$ cat config.mk
export PLATFORM = sky130hd
export DESIGN_NAME = mul_div_seq
export DESIGN_NICKNAME = d
export VERILOG_FILES = /design/src/rtl/mul_div_seq.sv
export SDC_FILE = /design/constraint.sdc
export NUM_CORES = 1
export LEC_CHECK = 0
export ABC_AREA = 1
export CORE_MARGIN = 2
export CORE_UTILIZATION = 55
export DETAILED_ROUTE_END_ITERATION = 10
export GPL_ROUTABILITY_DRIVEN = 1
export PLACE_DENSITY = 0.75
export SETUP_SLACK_MARGIN = 0.4
export SLEW_MARGIN = 5
export SYNTH_ARGS = -nofsm -noshare
export SYNTH_HDL_FRONTEND = slang
export SYNTH_SLANG_ARGS = --single-unit
$ cat constraint.sdc
create_clock -name clk -period 5.05 [get_ports clk]
set_clock_uncertainty 0.1 [all_clocks]
set_input_delay 1.01 -clock clk [delete_from_list [all_inputs] [get_ports clk]]
set_output_delay 1.01 -clock clk [all_outputs]
set_load 0.05 [all_outputs]
$ cat src/rtl/mul_div_seq.sv
// ============================================================================
// Module   : mul_div_seq
// Purpose  : Signed 32-bit sequential multiply (FS=1E) / divide (FS=1F) unit,
//            radix-2, one iteration per clock, 64-bit result as Y_hi/Y_lo.
//            Divider compiled in only when MULDIV_DIV_EN is defined.
// Revision : 1.0 - initial release
// ============================================================================
`default_nettype none

module mul_div_seq (
    input  logic        clk,
    input  logic        reset,
    input  logic        start,
    input  logic [4:0]  FS,
    input  logic [31:0] S,
    input  logic [31:0] T,
    output logic        busy,
    output logic        done,
    output logic [31:0] Y_hi,
    output logic [31:0] Y_lo,
    output logic        V
);

    localparam logic [4:0] c_FS_MUL = 5'h1E;
`ifdef MULDIV_DIV_EN
    localparam logic [4:0] c_FS_DIV = 5'h1F;
`endif

    typedef enum logic [1:0] {
        IDLE = 2'd0,
        CALC = 2'd1,
        DONE = 2'd2
    } state_t;

    state_t      state_q, state_d;
    logic [63:0] a_q, a_d;
    logic [31:0] b_q, b_d;
    logic [63:0] acc_q, acc_d;
    logic [5:0]  count_q, count_d;
    logic        s_neg_q, s_neg_d;
    logic        t_neg_q, t_neg_d;
    logic        busy_q, busy_d;
    logic        done_q, done_d;
    logic [31:0] y_hi_q, y_hi_d;
    logic [31:0] y_lo_q, y_lo_d;
    logic        v_q, v_d;
`ifdef MULDIV_DIV_EN
    logic        is_div_q, is_div_d;
    logic        dz_q, dz_d;
    logic        ovf_q, ovf_d;
    logic [32:0] w_rsh;
    logic [32:0] w_diff;
    logic [31:0] w_quot;
    logic [31:0] w_rem;
`endif

    logic [31:0] w_s_mag;
    logic [31:0] w_t_mag;
    logic        w_supported;
    logic [63:0] w_prod;

    always_comb begin
        w_s_mag     = S[31] ? (~S + 32'd1) : S;
        w_t_mag     = T[31] ? (~T + 32'd1) : T;
        w_supported = (FS == c_FS_MUL);
`ifdef MULDIV_DIV_EN
        w_supported = w_supported || (FS == c_FS_DIV);
        is_div_d    = is_div_q;
        dz_d        = dz_q;
        ovf_d       = ovf_q;
        // Remainder < divisor <= 2^31, so the shifted partial remainder fits 33 bits.
        w_rsh       = {acc_q[63:32], a_q[31]};
        w_diff      = w_rsh - {1'b0, b_q};
        w_quot      = (s_neg_q ^ t_neg_q) ? (~acc_q[31:0] + 32'd1) : acc_q[31:0];
        w_rem       = s_neg_q ? (~acc_q[63:32] + 32'd1) : acc_q[63:32];
`endif
        w_prod      = (s_neg_q ^ t_neg_q) ? (~acc_q + 64'd1) : acc_q;

        state_d = state_q;
        a_d     = a_q;
        b_d     = b_q;
        acc_d   = acc_q;
        count_d = count_q;
        s_neg_d = s_neg_q;
        t_neg_d = t_neg_q;
        busy_d  = busy_q;
        done_d  = 1'b0;
        y_hi_d  = y_hi_q;
        y_lo_d  = y_lo_q;
        v_d     = v_q;

        case (state_q)
            CALC: begin
                if (count_q != 6'd32) begin
                    count_d = count_q + 6'd1;
                    a_d     = a_q << 1;
`ifdef MULDIV_DIV_EN
                    if (is_div_q) begin
                        if (!w_diff[32]) begin
                            acc_d = {w_diff[31:0], acc_q[30:0], 1'b1};
                        end else begin
                            acc_d = {w_rsh[31:0], acc_q[30:0], 1'b0};
                        end
                    end else
`endif
                    begin
                        acc_d = acc_q + (b_q[0] ? a_q : 64'd0);
                        b_d   = b_q >> 1;
                    end
                end else begin
                    state_d = DONE;
                    busy_d  = 1'b0;
                    done_d  = 1'b1;
`ifdef MULDIV_DIV_EN
                    if (is_div_q) begin
                        // Divide-by-zero leaves |S| as remainder, so Y_hi = S falls out naturally.
                        y_hi_d = w_rem;
                        y_lo_d = dz_q ? 32'hFFFF_FFFF : w_quot;
                        v_d    = dz_q | ovf_q;
                    end else
`endif
                    begin
                        y_hi_d = w_prod[63:32];
                        y_lo_d = w_prod[31:0];
                        v_d    = 1'b0;
                    end
                end
            end
            default: begin
                state_d = IDLE;
                busy_d  = 1'b0;
                if (start && w_supported) begin
                    state_d = CALC;
                    busy_d  = 1'b1;
                    a_d     = {32'd0, w_s_mag};
                    b_d     = w_t_mag;
                    acc_d   = 64'd0;
                    count_d = 6'd0;
                    s_neg_d = S[31];
                    t_neg_d = T[31];
`ifdef MULDIV_DIV_EN
                    is_div_d = (FS == c_FS_DIV);
                    dz_d     = (T == 32'd0);
                    ovf_d    = (S == 32'h8000_0000) && (T == 32'hFFFF_FFFF);
`endif
                end
            end
        endcase
    end

    always_ff @(posedge clk or negedge reset) begin
        if (!reset) begin
            state_q  <= IDLE;
            a_q      <= 64'd0;
            b_q      <= 32'd0;
            acc_q    <= 64'd0;
            count_q  <= 6'd0;
            s_neg_q  <= 1'b0;
            t_neg_q  <= 1'b0;
            busy_q   <= 1'b0;
            done_q   <= 1'b0;
            y_hi_q   <= 32'd0;
            y_lo_q   <= 32'd0;
            v_q      <= 1'b0;
`ifdef MULDIV_DIV_EN
            is_div_q <= 1'b0;
            dz_q     <= 1'b0;
            ovf_q    <= 1'b0;
`endif
        end else begin
            state_q  <= state_d;
            a_q      <= a_d;
            b_q      <= b_d;
            acc_q    <= acc_d;
            count_q  <= count_d;
            s_neg_q  <= s_neg_d;
            t_neg_q  <= t_neg_d;
            busy_q   <= busy_d;
            done_q   <= done_d;
            y_hi_q   <= y_hi_d;
            y_lo_q   <= y_lo_d;
            v_q      <= v_d;
`ifdef MULDIV_DIV_EN
            is_div_q <= is_div_d;
            dz_q     <= dz_d;
            ovf_q    <= ovf_d;
`endif
        end
    end

    assign busy = busy_q;
    assign done = done_q;
    assign Y_hi = y_hi_q;
    assign Y_lo = y_lo_q;
    assign V    = v_q;

endmodule

`default_nettype wire

==> flow_summary.yaml <==
floorplanning:
  die_w_um: 190.9
  io_pins: 139
  start_util: 0.5573
  die_h_um: 190.9
  num_rows: 68
  coreArea_mm2: 0.03446
  dieArea_mm2: 0.03642
detailed_routing:
  wl_per_cell_um: 15.75
  drt_iter0_markers: 1595
  met2WireLength_mm: 26.31
  vias_per_cell: 5.308
  highest_layer: "met4"
  drcViolationCount: 0
  totalWireLength_mm: 58.68
  dr_wl_met3_mm: 4.111
  via_count: 19780
  ant_nets: 0
  dr.pass1.iters: 5
  m1WireLength_mm: 26.36
grt:
  grt_antenna_before_repair: 0
  overflow: 0
  grt_use_total: 0.3231
  grt_pass1_wl_mm: 93.40
  grt_max_degree: 105
  grt_pass1_vias: 18260
sta:
  finalCriticalPeriod_ns: 3.454
  rsz0062_at_grt: "no"
  min_period_over_period: 0.6840
  worst_slack_ns: 1.596
  max_slew_margin: 0.4785
  setup_viol: 0
  slew_viol_final: 0
  tightest_slew_ns: 0.7822
  whs_ns: 0.3277
  final.setup.tns_ns: 0
  finalHoldViolCount: 0
  max_freq_ghz: 0.2895
final_layout:
  fin_nets: 3393
  antenna_cells: 0
  stdcell_area_mm2: 0.02178
  synthToLayoutAreaGrowth_pct: 13.43
  fin_cells: 3726
  regArea_mm2: 0.005882
  multi_input_area_mm2: 0.01066
  fin_util: 0.6321
  num-fill-cells: 3379
  layout-drive-gt1-share: 0.03638
synthesis:
  synth.area.top_cells: "dfrtp_1 31%, nand2_1 22%, inv_1 12%, nand3_1 5.6%, nor2_1 5.3%"
  yosys.area.top_type: "dfrtp_1"
  ys_async_sr_fraction: 1.000
  synthTopCellsByCount: "1135 x nand2_1, 593 x inv_1, 270 x nor2_1, 235 x dfrtp_1, 216 x nand3_1"
  synth.most_common_cell: "nand2_1"
  ys_seq_elements: 235
  yosys_warnings: 0
  syn_inst: 3152
  synth-main-ff-cell: "dfrtp_1"
  yosysSeqAreaShare: 0.3062
  syn_avg_cell_area_um2: 6.092
  synth_cell_types: 45
  syn-cell-area_mm2: 0.01920
  syn_nets: 3293
  synth-edff-count: 0
  synth_top_area_frac: 0.3062
critical_path:
  crit_chain: "inv_1 > nor2_4 > inv_4 > nand3_1 > nor2_2 > buf_4 > inv_2 > nand2_4 > inv_2 > buf_4 > nor2_1 > nand2_1 > o21ai_0"
  critPathRequiredTime_ns: 5.35
  cp_num_cells: 13
  worstRegToRegCells: 13
  worst_setup_path_end_kind: "flop"
  cp_max_fo: 46
  cp_top_family: "buffers and inverters"
  cp.arrival_ns: 3.75
  cpMaxStageDelayCell: "nor2_4"
  start_kind: "flop"
  worstSetupPathType: "reg -> reg"
  path_buf_inv: 6
  cp_slowest_stage_delay_ns: 0.47
power:
  design_power_total_mw: 10.02
  total_leakage_power_nw: 12.01
  peakVddDrop_mv: 0.4122
  p_per_area_mw_per_mm2: 460.0
placed_design:
  postPlaceCellArea_mm2: 0.02090
  pre_cts_ws_ns: 1.399
  placedCellCount: 3679
  place_congestion: 0.9731
  hpwl_mm: 46.59
  io_buffers: 137
cts:
  path_clk_slew_ns: 0.06
  postCtsSetupRepairBufs: 0
  htreeDepth: 1
  clkSinkCount: 235
  cts_tree: "yes"
  cts_root_buf: "clkbuf_16"
  post_cts_resized: 0
  numCtsBuffers: 26
  clk_path_buf_depth: 3
  clock_latency_ns: 0.54
  ctsHoldBuffers: 0
status:
  status: "finished clean"
run:
  cap_viol_max_count: 0
min_path:
  hp-class: "in -> async"
layout make-up:
cell class / count / area share
repair buffers: 153 / 0.06928
clock buffers: 32 / 0.03326
clock inverters: 15 / 0.007181
inverters: 606 / 0.1045
well taps: 455 / 0.02614
flip-flops and latches: 235 / 0.2700
multi-input cells: 2230 / 0.4895
cell usage in the layout, fill, tap and decap left out, types with 3 or more instances in the layout:
cell type / Yosys / final
nand2_1: 1135 / 1135
inv_1: 593 / 593
nor2_1: 270 / 270
dfrtp_1: 235 / 234
nand3_1: 216 / 216
clkdlybuf4s50_1: 0 / 136
o21ai_0: 122 / 122
a21oi_1: 82 / 82
ha_1: 68 / 68
o22ai_1: 67 / 67
xor2_1: 47 / 47
nand4_1: 38 / 38
xnor2_1: 28 / 28
clkbuf_16: 0 / 27
nor3_1: 24 / 24
o21ai_1: 19 / 19
buf_4: 7 / 15
o211ai_1: 14 / 14
o21bai_1: 13 / 13
o221ai_1: 13 / 13
inv_2: 12 / 12
nor2_2: 11 / 11
nor3_2: 8 / 8
nand2_2: 8 / 7
o31ai_1: 7 / 7
nand3b_1: 6 / 6
nor2_4: 5 / 5
clkinv_2: 0 / 5
nor4_1: 3 / 3
nand2_4: 2 / 3
nand3_2: 3 / 3
o21ai_2: 3 / 3
a31oi_1: 3 / 3
and2_1: 4 / 3
or2_0: 3 / 3
clkinvlp_4: 0 / 3
clkbuf_8: 0 / 3
inv_6: 0 / 3
worst reg2reg max path, stage by stage (launching register included):
cell and delay [ns]:
dfrtp_1 0.37, inv_1 0.07, nor2_4 0.47, inv_4 0.34, nand3_1 0.18, nor2_2 0.04
buf_4 0.20, inv_2 0.31, nand2_4 0.19, inv_2 0.34, buf_4 0.46, nor2_1 0.09
nand2_1 0.08, o21ai_0 0.08
sequential cells by signal, summed over array words and instances (netlist names):
register	count
count_q	6
t_neg_q	1
state_q	2
Y_lo	32
done	1
s_neg_q	1
Y_hi	32
acc_q	64
b_q	32
a_q	64
path summary, 6_finish.rpt:
kind | slack, ns | to | start
min | 0.33 | a_q[6] | reset
min in group clk | 0.38 | Y_hi[30] | Y_hi[30]
max | 1.60 | a_q[17] | state_q[0]
max in group asynchronous | 3.40 | acc_q[24] | reset
max reg2reg | 1.60 | a_q[17] | state_q[0]
min reg2reg | 0.38 | Y_hi[30] | Y_hi[30]
power breakdown:
group / switching [mW] / internal (mW)
registers: 0.609 / 2.39
clock network: 0.832 / 1.13
logic: 3.39 / 1.66
routing by layer:
metal | GRT usage | vias to the layer above
li1 | - | 9967
met1 | 0.4525 | 8993
met2 | 0.5190 | 697
met3 | 0.03791 | 119
met4 | 0.1067 | 0
met5 | 0 | -
cells by family (layout without fill, tap and decap cells):
family,Yosys count,count (layout),share of synthesized area
adder cells (fa/ha/maj),69,69,0.04535
XOR/XNOR,75,75,0.03421
buffers and inverters,687,806,0.1388
flip-flops,235,235,0.3062
AO/OA/AOI/OAI,346,346,0.1030
AND/OR/NAND/NOR,1739,1739,0.3723
other,1,1,0.0001953
No activity file was read; power rests on OpenSTA's default activity.
